[src/rtl/dat.sv]
// rtl/dat.sv - accumulator datapath: A register, carry flag and small ALU
//
// Holds the accumulator (A) and carry flag (C) of the accumulator CPU core.
// The ALU combines A with the operand on data_i; the result is written back
// into A when ctr_a_reg_en_i is high. C is updated every cycle according to
// ctr_carrymux_i, regardless of the accumulator enable.
//
// Ports:
//   clk_i           in   clock, rising edge active
//   rst_i           in   synchronous active-high reset (A <= 0, C <= 0)
//   data_i          in   ALU operand (B side)
//   ctr_aluop_i     in   ALU operation select (OP_* codes below)
//   ctr_carrymux_i  in   carry next-value select (CARRY_OP_* codes below)
//   ctr_a_reg_en_i  in   accumulator write enable
//   carry_o         out  registered carry flag
//   data_o          out  registered accumulator value
module dat #(
  parameter int DATA_WIDTH         = 8,
  parameter int OP_WIDTH           = 2,
  parameter int CTR_CARRYMUX_WIDTH = 2
) (
  input  logic                          clk_i,
  input  logic                          rst_i,
  input  logic [DATA_WIDTH-1:0]         data_i,
  input  logic [OP_WIDTH-1:0]           ctr_aluop_i,
  input  logic [CTR_CARRYMUX_WIDTH-1:0] ctr_carrymux_i,
  input  logic                          ctr_a_reg_en_i,
  output logic                          carry_o,
  output logic [DATA_WIDTH-1:0]         data_o
);

  // ALU operation codes; any unlisted code loads data_i into A.
  localparam logic [OP_WIDTH-1:0] OP_ADD = 2'd0;
  localparam logic [OP_WIDTH-1:0] OP_NOR = 2'd1;
  localparam logic [OP_WIDTH-1:0] OP_JCC = 2'd2;

  // Carry next-value codes; any unlisted code holds C.
  localparam logic [CTR_CARRYMUX_WIDTH-1:0] CARRY_OP_GEN = 2'd0;
  localparam logic [CTR_CARRYMUX_WIDTH-1:0] CARRY_OP_CLR = 2'd1;
  localparam logic [CTR_CARRYMUX_WIDTH-1:0] CARRY_OP_SET = 2'd2;

  logic [DATA_WIDTH-1:0] acc;
  logic                  carry;
  logic [DATA_WIDTH-1:0] alu_result;
  logic                  alu_carry;
  logic [DATA_WIDTH:0]   sum;

  // Plain add without carry-in; the extra MSB is the carry-out.
  assign sum = {1'b0, acc} + {1'b0, data_i};

  always_comb begin
    alu_result = data_i;
    alu_carry  = 1'b0;
    case (ctr_aluop_i)
      OP_ADD: begin
        alu_result = sum[DATA_WIDTH-1:0];
        alu_carry  = sum[DATA_WIDTH];
      end
      OP_NOR:  alu_result = ~(acc | data_i);
      OP_JCC:  alu_result = acc;
      default: alu_result = data_i;
    endcase
  end

  always_ff @(posedge clk_i) begin
    if (rst_i) begin
      acc   <= '0;
      carry <= 1'b0;
    end else begin
      if (ctr_a_reg_en_i) begin
        acc <= alu_result;
      end
      // Carry follows the ALU even when A is not written, so a compare-like
      // ADD with the enable low still produces a flag.
      case (ctr_carrymux_i)
        CARRY_OP_GEN: carry <= alu_carry;
        CARRY_OP_CLR: carry <= 1'b0;
        CARRY_OP_SET: carry <= 1'b1;
        default:      carry <= carry;
      endcase
    end
  end

  assign data_o  = acc;
  assign carry_o = carry;

endmodule

[config.mk]
export PLATFORM = sky130hd
export DESIGN_NAME = dat
export DESIGN_NICKNAME = d
export VERILOG_FILES = /design/src/rtl/dat.sv
export SDC_FILE = /design/constraint.sdc
export NUM_CORES = 1
export LEC_CHECK = 0
export BUFFER_PORTS_ARGS = -buffer_cell sky130_fd_sc_hd__buf_4
export CAP_MARGIN = 10
export CORE_MARGIN = 3
export CORE_UTILIZATION = 30
export CTS_CLUSTER_SIZE = 25
export DETAILED_ROUTE_END_ITERATION = 7
export MAX_ROUTING_LAYER = met4
export SETUP_SLACK_MARGIN = 0.4
export SLEW_MARGIN = 20
export SYNTH_ARGS = -nofsm -noshare
export SYNTH_HDL_FRONTEND = slang
export SYNTH_SLANG_ARGS = --single-unit
[constraint.sdc]
create_clock -name clk_i -period 6.26 [get_ports clk_i]
set_clock_uncertainty 0.2 [all_clocks]
set_input_delay 0.939 -clock clk_i [delete_from_list [all_inputs] [get_ports clk_i]]
set_output_delay 0.939 -clock clk_i [all_outputs]
set_load 0.03 [all_outputs]
* After elaboration in Yosys (flattened, before gate mapping)
Index checks and enable logic that the tools add are counted.
** Operators by class
- Mux-type cells :: 3
- Bitwise logic cells :: 3
- $add $sub $neg :: 1
- Equality and inequality tests :: 4
- Reductions and logical operators :: 4
** Operator list (number)
- one-hot mux 8 bit (3 select lines) :: 1
- adder 8 x 8 -> 9 bit :: 1
- NOT 8 bit :: 1
- OR 8 bit :: 1
- == test 2 x 1 -> 1 bit, second input constant :: 2
- == test 2 bit, second input constant :: 2
- logical NOT 2 bit :: 2
- one-hot mux 1 bit (3 select lines) :: 1
- nonzero test 3 bit :: 1
- AND reduction 2 bit :: 1
- two-way mux 1 bit :: 1
- NOT 1 bit :: 1
** Word-level totals
- Word-level logic and storage cells :: 17
- Input port bits :: 15
- Output and inout bits :: 9
- Register bits :: 9

* Longest topological paths before layout
- Depth in word-level cells :: 3
- Mapped depth :: 6
- Mapped depth without buffers :: 6

* Worst setup path after synthesis
Ideal clock, no wire load.
- Path kind :: input -> register
- Start :: input data_i[0]
- End :: register acc[4] (netlist: data_o[4])
- Data required time :: 5.974 ns
- Library setup time :: 0.086 ns
- Data arrival time :: 2.381 ns
- Stages on the path :: 6
- Setup slack :: 3.593 ns
- Path buffers :: 0
- Path through :: ha_1 -> fa_1 -> a211oi_1 -> nor2_1 -> o311a_1 -> a211oi_1
** Between the ends
- Cells in the longest elaborated chain, start to end :: 2
** Ends and longest elaborated chain
- from (decl) :: RTL line 24 : input logic [DATA_WIDTH-1:0] data_i,
- adder 8 x 8 -> 9 bit :: RTL line 49 : assign sum = {1'b0, acc} + {1'b0, data_i};
- one-hot mux 8 bit (3 select lines) :: RTL line 54 : case (ctr_aluop_i)
- to (signal assigned) :: RTL line 71 : acc <= alu_result;
- to (decl) :: RTL line 42 : logic [DATA_WIDTH-1:0] acc;
Every way passes these cells.
A chain may end at the register's enable or synchronous reset.

* Final worst setup path
Ends and elaborated chain as after synthesis.

==> out/qor.csv <==
stage,metric,value,unit
detailed_routing,Vias per Instance,5.43,
setup_path,CP endpoint,data_o[4],
clock_network,cts bufs inserted,3,
detailed_routing,DRT Wirelength,2.88,mm
setup_path,Reg-to-Reg End,data_o[4],
grt,initial antenna violation count,0,
synth,fraction of registers with async set/reset,0,%
floorplan,Core Box Area,3440,um^2
synth,ranking of synthesized cells by area,"ha_1, dfxtp_1, inv_1, o21ai_0, o211ai_1",
synth,Syn Inst Count,138,
sta,WHS,0.314,ns
synth,"flops & latches, synth",9,
synth,top-count cell post-synth,inv_1,
run_status,status,completed,
power_and_ir_drop,Sw Ratio,38.2,%
setup_path,crit-path max FO,3,
sta,Max Freq,367,MHz
clock_network,CTS tree,yes,
detailed_routing,initial DRC count,63,
synth,Synth Warn #,0,
sta,Final TNS setup,0,ns
power_and_ir_drop,NetSw,0.0000939,W
sta,RSZ-0062 raised after global routing,no,
setup_path,Crit path depth,7,
clock_network,CTS sink count,9,
floorplan,# IOs,24,
synth,predominant post-synthesis flop cell,dfxtp_1,
detailed_routing,Pre-antenna DRT Iters,4,
clock_network,worst skew pair latency,0.25,ns
grt,global-route wire length before repair,4.87,mm
setup_path,CP startpoint kind,primary input,
grt,M1 GR Usage,17.7,%
power_and_ir_drop,Int Power,0.000152,W
grt,most used routing layer,met2,
cells_and_area,area grow syn2layout,22.6,%
cells_and_area,number of diodes,0,
setup_path,"Top cell by count, worst path",a211oi_1,
clock_network,post-cts hold buffer count,0,
synth,share of Yosys cell area claimed by the top area cell type,20.3,%
sta,Worst slew margin,74.2,%
sta,setup ws final,3.54,ns
clock_network,Clock transition at path regs,0.06,ns
power_and_ir_drop,power share of the combinational group,41.7,%
setup_path,worst r2r src,data_o[0],
setup_path,R2R cell count,6,
grt,GRT Overall Usage,14.8,%
sta,Worst-Margin Slew,0.388,ns
power_and_ir_drop,ratio of total power to cell area,181,nW/um^2
cells_and_area,fin nets,196,
synth,Netlist cell types,41,
setup_path,WP data required,6.22,ns
grt,largest net degree at the start of global routing,16,
flow_run,MaxCap Viol Count,0,
sta,minimum clock period,2.72,ns
detailed_routing,"antenna viol nets, final",0,
setup_path,arrival time at the worst endpoint,2.68,ns
setup_path,Crit path max-delay family,compound AO/OA/AOI/OAI gates,
setup_path,"slowest stage delay, CP",0.43,ns
floorplan,die area,4460,um^2
grt,grt ovf,0,
placement,dpl ws,3.31,ns
floorplan,starting density of the core,32.2,%
sta,max-slew violation count,0,
power_and_ir_drop,Leakage,0.635,nW
power_and_ir_drop,Clock power frac,31.1,%
floorplan,Die W,66.8,um
detailed_routing,routed len/inst,13.9,um
setup_path,crit-path cells,"buf_4, ha_1, fa_1, a211oi_1, nor2_1, o311a_1, a211oi_1",
power_and_ir_drop,Total Power,0.000246,W
power_and_ir_drop,Peak VDD IR,55.4,uV
synth,Syn Area/Cell,8.02,um^2
grt,met3 usage,3.20,%
floorplan,chip height,66.8,um
synth,Synth area leader,ha_1,
power_and_ir_drop,sequential power share,27.2,%
sta,final period utilization,43.5,%
setup_path,Worst setup EP type,flop,
synth,"EDFF count, synth",0,
clock_network,H-Tree Depth,1,
synth,top cells by instance count after synthesis,"inv_1, ha_1, dfxtp_1, o21ai_0, a21oi_1",
placement,routability cong.,0.846,
clock_network,Max Root-Sink Buffers,2,
clock_network,post_cts resized,0,
synth,sequential-to-total area share from yosys stat,16.3,%
synth,Post-Syn Area,1110,um^2
sta,Setup-failing EPs final,0,
detailed_routing,DRC viols,0,
sta,Final Hold Viols,0,
setup_path,Critical Path Start,data_i[0],
clock_network,post-CTS setup buffers,0,
placement,Detailed Place HPWL,2.18,mm
setup_path,CP Buf/Inv Count,1,
clock_network,root buffer cell,clkbuf_8,
cells_and_area,share of layout cells above drive strength 1,20.5,%
setup_path,R2R setup slack,4.04,ns
grt,GR Layer Usage met2,23.3,%
setup_path,CP max-delay cell,fa_1,
setup_path,critical path class,in2reg,
placement,I/O Buffers,23,
detailed_routing,Via Count,1123,
grt,vias in the first global route,1090,
floorplan,Site Rows,21,
synth,syn_nets,172,
worst_hold_path,hold crit path type,reg2reg,
cells_and_area,Final Util,39.4,%
## flip-flops by register name, indices dropped and copies added, names as in the netlist
register / flops
carry_o: 1
data_o: 8
## worst min-delay path: cells and delay by family (launching register included)
family	cells	cell delay, ns
buffers and inverters	1	0.07
flip-flops	1	0.32
AO/OA/AOI/OAI	1	0.07
## cell families after synthesis
kind of cell,after synthesis,share of synthesized area (%)
buf+inv,25,9.38
compound gates,50,32.9
mux,4,3.73
fa+ha+maj,19,22.1
flops,9,16.3
simple gates,30,14.8
xor+xnor,1,0.791
## how the worst min path moves through the flow
stage | from | to | slack, ns | cells after the start
after floorplan | data_o[4] | data_o[4] | 0.42 | 2
after global placement | data_o[3] | data_o[3] | 0.30 | 2
after detailed placement | data_o[4] | data_o[4] | 0.31 | 2
after CTS | data_o[4] | data_o[4] | 0.32 | 2
after global routing | data_o[4] | data_o[4] | 0.35 | 2
final | data_o[4] | data_o[4] | 0.31 | 2
## power groups by stage
stage,clock (W),sequential [W],combinational (W)
floorplan,0,0.0000778,0.0000611
global placement,0,0.0000679,0.0000996
detailed placement,0,0.0000682,0.000101
CTS,0.0000773,0.0000670,0.000102
global route,0.0000795,0.0000679,0.000114
finish,0.0000765,0.0000669,0.000102
## through the flow
| step | cells | cell area, um^2 |
|---|---|---|
| after floorplan | 138 | 1110 |
| after global placement | 203 | 1310 |
| after detailed placement | 203 | 1310 |
| after CTS | 207 | 1360 |
| after global routing | 207 | 1360 |
| final | 207 | 1360 |
## routing by layer
metal  vias up  share of wire (%)
li1        549                  -
met1       531                 45
met2        36                 47
met3         7                5.3
met4         0                2.5
met5         -                  0
## placed cells by master, fill, tap and decap left out, types with 4 or more instances in the layout
cell / netlist / layout
a211oi_1: 4 / 4
a21oi_1: 7 / 7
buf_4: 0 / 23
dfxtp_1: 9 / 9
ha_1: 18 / 18
inv_1: 20 / 20
nand2_1: 5 / 5
nor2_1: 6 / 6
o211ai_1: 5 / 5
o21ai_0: 9 / 9
or2_1: 4 / 4
## layout make-up
class / instances / area [um^2]
flip-flops and latches: 9 / 180
multi-input cells: 104 / 823
repair buffers: 23 / 173
well taps: 46 / 57.6
inverters: 21 / 78.8
fillers: 357 / 2080
clock buffers: 4 / 45.0
No activity file was read; power rests on OpenSTA's default activity.
